$ cat config.mk
export PLATFORM = sky130hd
export DESIGN_NAME = out_signature_acc
export DESIGN_NICKNAME = d
export VERILOG_FILES = /design/src/rtl/out_signature_acc.sv
export SDC_FILE = /design/constraint.sdc
export NUM_CORES = 1
export LEC_CHECK = 0
export BUFFER_PORTS_ARGS = -buffer_cell sky130_fd_sc_hd__buf_2
export CORE_ASPECT_RATIO = 1.5
export CORE_UTILIZATION = 60
export CTS_BUF_LIST = sky130_fd_sc_hd__clkbuf_4
export DETAILED_ROUTE_END_ITERATION = 8
export PLACE_DENSITY = 0.82
export SLEW_MARGIN = 20
export SYNTH_ARGS = -nofsm -noshare
export SYNTH_HDL_FRONTEND = slang
export SYNTH_SLANG_ARGS = --single-unit
$ cat constraint.sdc
create_clock -name clk -period 11.71 [get_ports clk]
set_clock_uncertainty 0.2 [all_clocks]
set_input_delay 2.342 -clock clk [delete_from_list [all_inputs] [get_ports clk]]
set_output_delay 2.342 -clock clk [all_outputs]
set_load 0.03 [all_outputs]
$ cat src/rtl/out_signature_acc.sv
// Folds a window of three-word output steps into a 32-bit FNV-1a style signature.
// Each accepted step is hashed one word per cycle, so a new step can be taken every fourth cycle.
module out_signature_acc #(
  parameter int unsigned NUM_STEPS = 16,
  parameter logic [31:0] SEED      = 32'h811C9DC5
) (
  input  logic        clk,
  input  logic        rst,
  input  logic        start,
  input  logic        in_valid,
  output logic        in_ready,
  input  logic [31:0] out_0,
  input  logic [31:0] out_1,
  input  logic [31:0] out_2,
  output logic [31:0] sig,
  output logic        sig_valid,
  input  logic        sig_ready,
  output logic [15:0] step_count,
  output logic        busy
);

  typedef enum logic [2:0] {
    IDLE,
    ACCUM,
    FOLD0,
    FOLD1,
    FOLD2,
    EMIT
  } state_t;

  localparam logic [31:0] FNV_PRIME = 32'h01000193;
  localparam logic [15:0] LAST_STEP = 16'(NUM_STEPS);

  state_t      state;
  state_t      state_next;
  logic [31:0] h;
  logic [95:0] hold;
  logic [31:0] word;
  logic [31:0] h_fold;

  // Pick the word of the captured step that this fold cycle consumes.
  always_comb begin
    word = hold[31:0];
    case (state)
      FOLD1:   word = hold[63:32];
      FOLD2:   word = hold[95:64];
      default: word = hold[31:0];
    endcase
  end

  assign h_fold = (h ^ word) * FNV_PRIME;

  always_comb begin
    state_next = state;
    case (state)
      IDLE:    if (start) state_next = ACCUM;
      ACCUM:   if (in_valid) state_next = FOLD0;
      FOLD0:   state_next = FOLD1;
      FOLD1:   state_next = FOLD2;
      FOLD2:   state_next = (step_count == LAST_STEP) ? EMIT : ACCUM;
      EMIT:    if (sig_ready) state_next = IDLE;
      default: state_next = IDLE;
    endcase
  end

  // Handshake outputs decode the state register only, so in_valid never reaches in_ready.
  assign in_ready  = (state == ACCUM);
  assign sig_valid = (state == EMIT);
  assign busy      = (state != IDLE);

  always_ff @(posedge clk) begin
    if (rst) begin
      state      <= IDLE;
      h          <= SEED;
      sig        <= '0;
      step_count <= '0;
      hold       <= '0;
    end else begin
      state <= state_next;
      case (state)
        IDLE: begin
          if (start) begin
            h          <= SEED;
            step_count <= '0;
          end
        end
        ACCUM: begin
          if (in_valid) begin
            hold <= {out_2, out_1, out_0};
            if (step_count != LAST_STEP) step_count <= step_count + 16'd1;
          end
        end
        FOLD0, FOLD1: h <= h_fold;
        FOLD2: begin
          h <= h_fold;
          // sig is only refreshed by a completed window, so IDLE keeps the last result.
          if (step_count == LAST_STEP) sig <= h_fold;
        end
        default: ;
      endcase
    end
  end

endmodule

==> After elaboration in Yosys (flattened, before gate mapping) <==
Index checks and enable logic that the tools add are counted.
W data, S select, Z words.
{ "op_classes": {"n_addsub": 1, "multipliers": 1, "n_eq_ne": 11, "mux": 12, "bitwise_logic": 1, "reduce_logical": 10} }
{ "ops": {"columns": ["cell", "n"], "rows": [
  ["$pmux W32 S2", 2],
  ["$mux W16", 3],
  ["$mul A32 B25 Y32 const B", 1],
  ["$mux W32", 1],
  ["$pmux W16 S2", 1],
  ["$xor A32 B32 Y32", 1],
  ["$pmux W3 S6", 1],
  ["$add A16 B1 Y16 const B", 1],
  ["$eq A16 B5 Y1 const B", 1],
  ["$ne A16 B5 Y1 const B", 1],
  ["$mux W3", 4],
  ["$eq A3 B2 Y1 const B", 2],
  ["$eq A3 B3 Y1 const B", 2],
  ["$reduce_and A2 Y1", 3],
  ["$ne A2 B1 Y1 const B", 2],
  ["$ne A2 B2 Y1 const B", 2],
  ["$reduce_and A4 Y1", 1],
  ["$reduce_bool A2 Y1", 2],
  ["$eq A3 B1 Y1 const B", 1],
  ["$logic_not A3 Y1", 1],
  ["$reduce_and A3 Y1", 1],
  ["$reduce_bool A3 Y1", 1],
  ["$reduce_or A3 Y1", 1]
]} }
{ "word_totals": {"reg_bits": 179, "input_bits": 101, "out_inout_bits": 51} }

==> Depth between registers and ports, before layout <==
Gate-level depths: netlist of the first run.
{ "logic_depth": {"word_depth": 5, "ltp_mapped": 32, "mapped_depth_nobuf": 28} }

==> Least setup slack after synthesis of the first run <==
No wires, ideal clock.
{ "synth_path": {"path_kind": "flip-flop to flip-flop", "startpoint": "register state[0]", "endpoint": "register h[24]", "arrival_time_ns": 6.658, "t_required_ns": 11.388, "slack_ns": 4.730, "path_stages_with_launch": 28, "path_buffers": 4, "synth_period_minus_slack_ns": 6.980, "path_cell_list": "dfxtp_1 > buf_6 > and2_1 > and2_1 > clkbuf_1 > buf_1 > clkbuf_1 > a21oi_1 > a21oi_1 > xnor2_1 > ha_1 > ha_1 > fa_1 > ha_1 > fa_1 > ha_1 > inv_1 > fa_1 > inv_1 > ha_1 > a21oi_1 > o22ai_1 > o21a_1 > a211oi_2 > o311ai_1 > a221oi_1 > xnor2_1 > o32a_1"} }
{ "synth_via": {"elab_chain_cells": 5, "elab_cells_between_ends": 12} }
{ "synth_lines": {"columns": ["element", "line", "source"], "rows": [
  ["start: declaration", "34", "state_t state;"],
  ["start signal: assignment", "79", "state <= state_next;"],
  ["$eq A3 B3 Y1 or $eq A3 B2 Y1 (tied branches)", "44, 80", null],
  ["$pmux W32 S2", "44", "case (state)"],
  ["$xor A32 B32 Y32", "51", "assign h_fold = (h ^ word) * FNV_PRIME;"],
  ["$mul A32 B25 Y32", "51", null],
  ["$pmux W32 S2", "80", "case (state)"],
  ["end signal: assignment", "93", "FOLD0, FOLD1: h <= h_fold;"],
  ["end signal: assignment", "95", "h <= h_fold;"],
  ["end: declaration", "36", "logic [31:0] h;"]
]} }
Several ways; a longest one is shown, not always the timed one.
A chain may end at the register's enable or synchronous reset.

==> Final worst setup path of the first run <==
{ "layout_path": {"startpoint": "register state[2]", "endpoint": "register sig[29]"} }
{ "layout_via": {"elab_chain_cells": 4, "elab_cells_between_ends": 6} }
{ "layout_lines": {"columns": ["element", "line", "source"], "rows": [
  ["$eq A3 B3 Y1 or $eq A3 B2 Y1 (tied branches)", "44, 80", null],
  ["$pmux W32 S2", "44", null],
  ["$xor A32 B32 Y32", "51", null],
  ["$mul A32 B25 Y32", "51", null],
  ["end signal: assignment", "97", "if (step_count == LAST_STEP) sig <= h_fold;"],
  ["end: declaration", "15", "output logic [31:0] sig,"]
]} }
Several ways; a longest one is shown, not always the timed one.

==> results.md, run 1 <==
* WL/cell at ~17 um
* H-tree depth at 4
* Reg2Reg Capture Point: sig[29]
* Max Slew Vio Count at 0
* Worst path slowest cell: dfxtp_1
* Clock Path Buffers at 2
* Outcome: complete, no violations
* Total Nets Final at 2011
* RSZ-0062 raised after global routing: no
* Max-cap violation count at 0
* Clk_lat worst skew at around 630 ps
* Starting DRT DRC Count at approximately 570
* Cells after Synth at about 1.5k
* Worst min path class: reg -> reg
* Final design utilization at 0.672
* Post-route ant nets at 0
* Register Area at 3580 um2
* Ys async rst share at 0
* # setup viols final at 0
* TNS Setup at 0 ps
* Synthesized area at 13000 um2
* P&R area growth vs syn at 9.62%
* Synth top area cells: dfxtp_1 28%, ha_1 17%, fa_1 11%
* Final WL at roughly 34 mm
* Gr usage total at 0.314
* Initial Util at 0.613
* Syn nets at 1897
* Global-route congestion overflow total at 0
* Final GP Congestion at between 0.9 and 1
* Seq/Total Area, Yosys at 0.276
* Setup crit end kind: register
* R2R Path Start: state[2]
* Hold Fails Final Rpt at 0
* First-pass GRT wire length at between 50 and 60 mm
* Vias in the first global route at 10.8k
* Drt pass-1 iters at 5
* Slowest stage delay, CP at 990 ps
* # DRC at 0
* Hold Path Stages at 2
* Seq cells post-synth at approximately 180
* Routed vias/inst at 5.64
* Reg2Reg Setup Slack at about 3300 ps
* Worst Hold Margin at 263 ps
* Num ports at between 150 and 200
* CP Launch Type: register
* DIE WIDTH at between 100 and 150 um
* Critical path class: reg -> reg
* Tcrit/Tclk final at 0.715
* CTS tree: built
* EDFF count, synth at 0
* Die height at 182 um
* Final worst path period need at 8370 ps
* Yosys top cell by area: dfxtp_1
* Initial antenna violation count at 1
* Cell mode on critical path: ha_1
* CTS Sinks at 179
* Synth cell types at 64
* Hold EP: hold[45]
* Mapped Avg Cell Area at 8.38 um2
* Worst-Margin Slew at 962 ps
* Final HPWL DP at 26.6 mm
* Hold-fix buffers at CTS at 0
* Area of the multi-input gates at 8420 um2
* Postcts setup bufs at 0
* Core footprint at 21100 um2
* Worst r2r path cells at 25
* Main synth FF type: dfxtp_1
* Final Non-Filler Cells at 1942
* Die area at 22200 um2
* Slew margin rel. at 0.358
* Via count at around 11k
* Min-Delay Startpoint: hold[45]
* Clock-pin slew on the worst setup and hold paths at 160 ps
* Number of CTS-inserted buffers at 17
* Share of post-route cells with drive strength above 1 at 0.129
* Root cell of the clock tree: clkbuf_4
* YS warnings at 0
* Worst path arrival time at 8700 ps
* Max Fanout on Critical Path at just under 50
* Filler instances at 1792
* Max Clk Rate at between 100 and 150 MHz
* Crit path required time at roughly 12000 ps
* Synth top area share at 0.276
* Largest net degree at the start of global routing at 97
* Placed cell count at 1909
* # resized after CTS at 0
* IO Port Bufs at 151
* Rows at 65
placed cells by master (no fill, tap or decap), drive strengths merged, types with 7 or more instances in the layout:
cell | synthesis | routed
a22o | 14 | 14
xnor2 | 63 | 63
o22ai | 17 | 17
buf | 14 | 162
mux2i | 7 | 7
xor2 | 31 | 31
nor3 | 14 | 14
nor2 | 56 | 56
nand3 | 7 | 7
a21oi | 193 | 193
inv | 186 | 191
clkbuf | 53 | 17
a22oi | 9 | 9
ha | 176 | 176
dfxtp | 179 | 179
o21ai | 23 | 23
nand4 | 10 | 10
nand2 | 318 | 318
fa | 74 | 74
a21o | 11 | 11
logic make-up (layout without fill, tap and decap cells):
family / count (synthesis) / in the layout / share of synthesized area
AND/OR/NAND/NOR: 448 / 448 / 0.145
buffers and inverters: 253 / 380 / 0.0751
other: 0 / 1 / 0
flip-flops: 179 / 179 / 0.276
AO/OA/AOI/OAI: 312 / 312 / 0.144
XOR/XNOR: 97 / 97 / 0.0699
adder cells (fa/ha/maj): 250 / 250 / 0.284
multiplexers: 7 / 7 / 0.00541
critical path, delay by kind of cell, from the launching register on:
kind / cells / cell delay [ps]
xor+xnor: 1 / 590
simple gates: 3 / 880
flops: 1 / 990
fa+ha+maj: 8 / 3000
compound gates: 9 / 2020
buf+inv: 4 / 600
layout make-up:
cell class	instances	share of cell area
clock inverter	15	0.0140
antenna	1	0.000176
clock buffer	17	0.00898
sequential	179	0.252
timing repair buffer	162	0.0592
multi-input combinational	1114	0.593
inverter	186	0.0491
tap	268	0.0236
state kept, by name (all words and copies together) (netlist names):
register,count
state,3
h,32
step_count,16
sig,32
hold,96
routing by layer:
metal / part of all wire / track usage / vias up
li1: - / - / 5329
met1: 0.39 / 0.359 / 5174
met2: 0.50 / 0.543 / 363
met3: 0.060 / 0.0546 / 94
met4: 0.052 / 0.176 / 0
met5: 0 / 0 / -
cell usage after synthesis (4+ instances only):
library cell  instances
nand2_1             318
a21oi_1             193
inv_1               184
dfxtp_1             179
ha_1                176
fa_1                 74
xnor2_1              62
nor2_1               56
clkbuf_1             53
xor2_1               30
o21ai_0              17
o22ai_1              15
a22o_1               14
nor3_1               13
a21o_1               11
nand4_1              10
a22oi_1               9
buf_1                 7
mux2i_1               7
nand3_1               7
a31oi_1               6
and3_1                6
nor2b_1               6
o21ai_1               6
and2_1                5
nor4_1                5
or3b_1                5
a211oi_1              4
buf_2                 4
o21a_1                4
o21bai_1              4
or3_1                 4
worst max path at each step:
| stage | startpoint | endpoint |
|---|---|---|
| after floorplan | state[0] | h[24] |
| after global placement | state[2] | sig[29] |
| after detailed placement | state[2] | sig[29] |
| after CTS | state[2] | sig[29] |
| after global routing | state[2] | sig[29] |
| final | state[2] | sig[29] |
stage by stage:
step,cell area [um2],setup WS [ps]
2_1_floorplan,13000,4730
3_3_place_gp,13900,3720
3_5_place_dp,13900,3540
4_1_cts,14200,3490
5_1_grt,14200,2910
6_report,14200,3340
Power of run 1 is left out: the tool's default activity adds up to more than one toggle a clock period on the data nets, which glitch-free logic cannot reach.
==> run 2, diff against run 1 <==
Clock period 11.71 ns to 8.19 ns, I/O delays scaled along.
==> results.md, run 2 (synthesis results as in run 1) <==
* Outcome: complete, no violations (unchanged)
* Setup crit end kind: register (unchanged)
* Total Nets Final at 2023 (was 2011)
* Critical path class: reg -> reg (unchanged)
* Hold Fails Final Rpt at 0 (unchanged)
* Starting DRT DRC Count at 483 (was 567)
* Max FFs per register at 96 (unchanged)
* Commonest cells after routing, fill and taps aside: 317 x nand2_1, 192 x a21oi_1, 184 x inv_1 (was 317 x nand2_1, 193 x a21oi_1, 184 x inv_1)
* Vias in the first global route at 11.0k (was 10.8k)
* Drt pass-1 iters at 5 (unchanged)
* Die area at 22200 um2 (unchanged)
* Core footprint at 21100 um2 (unchanged)
* Share of post-route cells with drive strength above 1 at 0.135 (was 0.129)
* # resized after CTS at 0 (unchanged)
* TNS Setup at 0 ps (unchanged)
* Crit path required time at 8500 ps (was 12040 ps)
* Clock-pin slew on the worst setup and hold paths at 150 ps (was 160 ps)
* Final worst path period need at 7720 ps (was 8370 ps)
* Rows at 65 (unchanged)
* Commonest non-fill, non-tap cell in the layout: nand2_1 (unchanged)
* Worst-Margin Slew at 930 ps (was 962 ps)
* CTS Sinks at 179 (unchanged)
* Initial antenna violation count at 1 (unchanged)
* Max Fanout on Critical Path at 28 (was 49)
* Root cell of the clock tree: clkbuf_4 (unchanged)
* Biggest regs: hold (96), h (32), sig (32) (unchanged)
* # setup viols final at 0 (unchanged)
* # DRC at 0 (unchanged)
* Initial Util at 0.613 (unchanged)
* Worst r2r path cells at 25 (unchanged)
* R2R Path Start: state[0] (was state[2])
* Postcts setup bufs at 0 (unchanged)
* Routed vias/inst at 5.64 (about the same)
* Min-Delay Startpoint: sig[0] (was hold[45])
* Filler instances at 1756 (was 1792)
* Final WL at 33.4 mm (was 33.8 mm)
* First-pass GRT wire length at 53.7 mm (was 53.5 mm)
* Slew margin rel. at 0.380 (was 0.358)
* Die height at 182 um (unchanged)
* Hold-fix buffers at CTS at 0 (unchanged)
* IO Port Bufs at 151 (unchanged)
* Reg2Reg Setup Slack at 470 ps (was 3340 ps)
* Clock Path Buffers at 2 (unchanged)
* RSZ-0062 raised after global routing: no (unchanged)
* Final HPWL DP at 26.7 mm (was 26.6 mm)
* Clk_lat worst skew at 640 ps (was 630 ps)
* DIE WIDTH at 122 um (unchanged)
* CP Capture Point: h[24] (was sig[29])
* Number of CTS-inserted buffers at 17 (unchanged)
* Final GP Congestion at 0.963 (was 0.961)
* Post-route ant nets at 0 (unchanged)
* Num ports at 152 (unchanged)
* CP Launch Type: register (unchanged)
* Beginning of the critical path: state[0] (was state[2])
* Via count at 11.0k (about the same)
* Largest net degree at the start of global routing at 97 (unchanged)
* Worst min path class: reg -> reg (unchanged)
* Max-cap violation count at 0 (unchanged)
* Gr usage total at 0.315 (was 0.314)
* Max Clk Rate at 130 MHz (was 120 MHz)
* Tcrit/Tclk final at 0.942 (was 0.715)
* Worst path arrival time at 8030 ps (was 8700 ps)
* Global-route congestion overflow total at 0 (unchanged)
* Max Slew Vio Count at 0 (unchanged)
* H-tree depth at 4 (unchanged)
* Largest Register: hold (unchanged)
* WL/cell at 17.1 um (was 17.4 um)
* P&R area growth vs syn at 10.4% (was 9.62%)
* Reg2Reg Capture Point: h[24] (was sig[29])
* CTS tree: built (unchanged)
-- run 2: metal layers --
metal / track usage / wire [um] / vias up
li1: - / - / 5357
met1: 0.350 / 12700 / 5204
met2: 0.545 / 16900 / 346
met3: 0.0694 / 1910 / 108
met4: 0.179 / 1810 / 0
met5: 0 / 0 / -
-- run 2: worst min path at each step --
stage | endpoint | cells past startpoint
3_5_place_dp | sig[2] | 2
5_1_grt | sig[2] | 2
4_1_cts | sig[2] | 2
6_report | sig[0] | 2
2_1_floorplan | hold[63] | 2
3_3_place_gp | sig[28] | 2
-- run 2: final cells by class --
| class | count | area [um2] | share of cell area |
|---|---|---|---|
| multi-input combinational | 1114 | 8430 | 0.589 |
| timing repair buffer | 174 | 931 | 0.0650 |
| antenna | 1 | 2.50 | 0.000175 |
| sequential | 179 | 3580 | 0.250 |
| inverter | 186 | 698 | 0.0488 |
| clock buffer | 18 | 135 | 0.00944 |
| clock inverter | 14 | 196 | 0.0137 |
| tap | 268 | 335 | 0.0234 |
-- run 2: worst max-delay path: stages, from the launching register on --
cell and delay, ps:
dfxtp_1 460, or2_1 380, nor2_2 140, buf_4 360, nand2_1 90, a21oi_1 160, a21oi_1 100, xnor2_1 490
ha_1 340, ha_1 300, fa_1 500, ha_1 220, fa_1 480, ha_1 290, inv_1 50, fa_1 530
inv_1 40, ha_1 330, nand3_1 90, o22ai_1 100, o21a_1 200, a211oi_2 560, o311ai_1 240, a221oi_1 370
xnor2_1 200, o32a_1 350
-- run 2: per-stage QoR --
step | setup slack (ps) | std cells | instance area [um2] | utilization | hold slack, ps
floorplan | 1210 | 1546 | 13000 | - | 232
global placement | 627 | 1921 | 14000 | 0.661 | 237
detailed placement | 532 | 1921 | 14000 | 0.661 | 244
CTS | 503 | 1953 | 14300 | 0.677 | 264
global route | 92.6 | 1954 | 14300 | 0.677 | 278
finish | 474 | 1954 | 14300 | 0.677 | 261
Power of run 2 is left out for the same reason.
==> run 3, diff against run 2 <==
Settings changed: CORE_ASPECT_RATIO 1.5 to 1.1.
==> results.md, run 3 (synthesis results as in run 1) <==
* Outcome: complete, no violations (unchanged)
* R2R Path Start: state[0] (unchanged)
* Register Area at 3580 um2 (about the same)
* Max Slew Vio Count at 0 (unchanged)
* CTS tree: built (unchanged)
* Critical path class: reg -> reg (unchanged)
* Num ports at 152 (unchanged)
* Reg2Reg Setup Slack at 430 ps (was 470 ps)
* Hold Path Stages at 2 (unchanged)
* Final WL at 33.6 mm (was 33.4 mm)
* # setup viols final at 0 (unchanged)
* Hold-fix buffers at CTS at 0 (unchanged)
* Via count at 11.0k (about the same)
* Max FFs per register at 96 (unchanged)
* Clock Path Buffers at 2 (unchanged)
* RSZ-0062 raised after global routing: no (unchanged)
* Rows at 56 (was 65)
* CP Launch Type: register (unchanged)
* Cell mode on critical path: ha_1 (unchanged)
* Final worst path period need at 7760 ps (was 7720 ps)
* Clock-pin slew on the worst setup and hold paths at 170 ps (was 150 ps)
* Starting DRT DRC Count at 707 (was 483)
* H-tree depth at 4 (unchanged)
* Filler instances at 1760 (was 1756)
* CTS Sinks at 179 (unchanged)
* Crit path required time at 8510 ps (was 8500 ps)
* Slowest stage delay, CP at 580 ps (was 560 ps)
* Final Non-Filler Cells at 1970 (was 1954)
* Max-cap violation count at 0 (unchanged)
* Area of the multi-input gates at 8430 um2 (unchanged)
* Setup crit end kind: register (unchanged)
* Largest Register: hold (unchanged)
* Worst Hold Margin at 259 ps (was 261 ps)
* Clk_lat worst skew at 620 ps (was 640 ps)
* Worst r2r path cells at 28 (was 25)
* Largest net degree at the start of global routing at 91 (was 97)
* First-pass GRT wire length at 53.2 mm (was 53.7 mm)
* Initial antenna violation count at 1 (unchanged)
* GR peak layer: met2 (unchanged)
* Max Clk Rate at 129 MHz (was 130 MHz)
* IO Port Bufs at 151 (unchanged)
* Met1 usage at 0.419 (was 0.350)
* Number of CTS-inserted buffers at 17 (unchanged)
* Global-route congestion overflow total at 0 (unchanged)
* Total Nets Final at 2017 (was 2023)
* Placed cell count at 1937 (was 1921)
* DIE WIDTH at 142 um (was 122 um)
* Worst min path class: reg -> reg (unchanged)
* Met2 GRT Util at 0.497 (was 0.545)
* Biggest regs: hold (96), h (32), sig (32) (unchanged)
* Worst-Margin Slew at 946 ps (was 930 ps)
* Worst path arrival time at 8080 ps (was 8030 ps)
* Commonest cells after routing, fill and taps aside: 317 x nand2_1, 192 x a21oi_1, 184 x inv_1 (unchanged)
* Slew margin rel. at 0.369 (was 0.380)
* WL/cell at 17.0 um (was 17.1 um)
* # DRC at 0 (unchanged)
* P&R area growth vs syn at 10.3% (was 10.4%)
* Gr usage total at 0.311 (was 0.315)
* Max Fanout on Critical Path at 11 (was 28)
* Vias in the first global route at 10.6k (was 11.0k)
* Routed vias/inst at 5.58 (was 5.64)
* TNS Setup at 0 ps (unchanged)
* Min-Delay Startpoint: sig[28] (was sig[0])
* Tcrit/Tclk final at 0.947 (was 0.942)
* Reg2Reg Capture Point: h[24] (unchanged)
* Core footprint at 21200 um2 (was 21100 um2)
* Hold EP: sig[28] (was sig[0])
* Worst path slowest cell: a211oi_2 (unchanged)
* Share of post-route cells with drive strength above 1 at 0.133 (was 0.135)
* Initial Util at 0.611 (was 0.613)
* Hold Fails Final Rpt at 0 (unchanged)
* Die height at 156 um (was 182 um)
* Final HPWL DP at 26.2 mm (was 26.7 mm)
* Post-route ant nets at 0 (unchanged)
* Die area at 22200 um2 (about the same)
* Final GP Congestion at 0.938 (was 0.963)
* Met3 usage at 0.0568 (was 0.0694)
* Drt pass-1 iters at 6 (was 5)
* Root cell of the clock tree: clkbuf_4 (unchanged)
* Commonest non-fill, non-tap cell in the layout: nand2_1 (unchanged)
==> run 3: cell types whose count changed in the layout (fill, tap and decap cells not counted), sizes merged <==
cell,before,now
clkinv,4,6
bufinv,3,0
buf,174,168
inv,192,193
==> run 3: worst max-delay path by stage <==
stage / from / endpoint
2_1_floorplan: state[0] / h[24]
3_3_place_gp: state[0] / h[24]
3_5_place_dp: state[0] / h[24]
4_1_cts: state[0] / sig[26]
5_1_grt: state[0] / sig[26]
6_report: state[0] / h[24]
==> run 3: what timing repair did <==
action | CTS | global route
hold endpoints to repair | 0 | 0
setup buffers | 0 | 0
resized for setup | 0 | 1
endpoints found under the setup margin | 0 | 1
==> run 3: layer usage <==
metal,share of wire,wire length (um),vias up
met5,0,0,-
met4,0.030,1000,0
met3,0.070,2340,70
met2,0.46,15600,392
met1,0.44,14700,5180
li1,-,-,5356
==> run 3: critical path, delay by kind of cell, from the launching register on <==
kind / cells / cell delay (ps)
and+or+nand+nor: 3 / 530
AOI/OAI and AO/OA: 9 / 2290
DFF: 1 / 460
xor gates and xnor gates: 2 / 390
buffers and inverters: 6 / 890
adders and majority gates: 8 / 2940
==> run 3: area by class of cell <==
type,count,share of cell area
multi-input cells,1114,0.590
repair buffers,168,0.0637
flip-flops and latches,179,0.251
clock inverters,14,0.0116
clock buffers,18,0.00946
well taps,290,0.0254
inverters,186,0.0489
diodes,1,0.000175
==> run 3: stage by stage <==
step / util / setup WS, ps / area (um2)
after detailed placement: 0.659 / 464 / 14000
final: 0.673 / 435 / 14300
after CTS: 0.673 / 452 / 14300
after floorplan: - / 1210 / 13000
after global placement: 0.659 / 567 / 14000
after global routing: 0.673 / 124 / 14300
Power of run 3 is left out for the same reason.
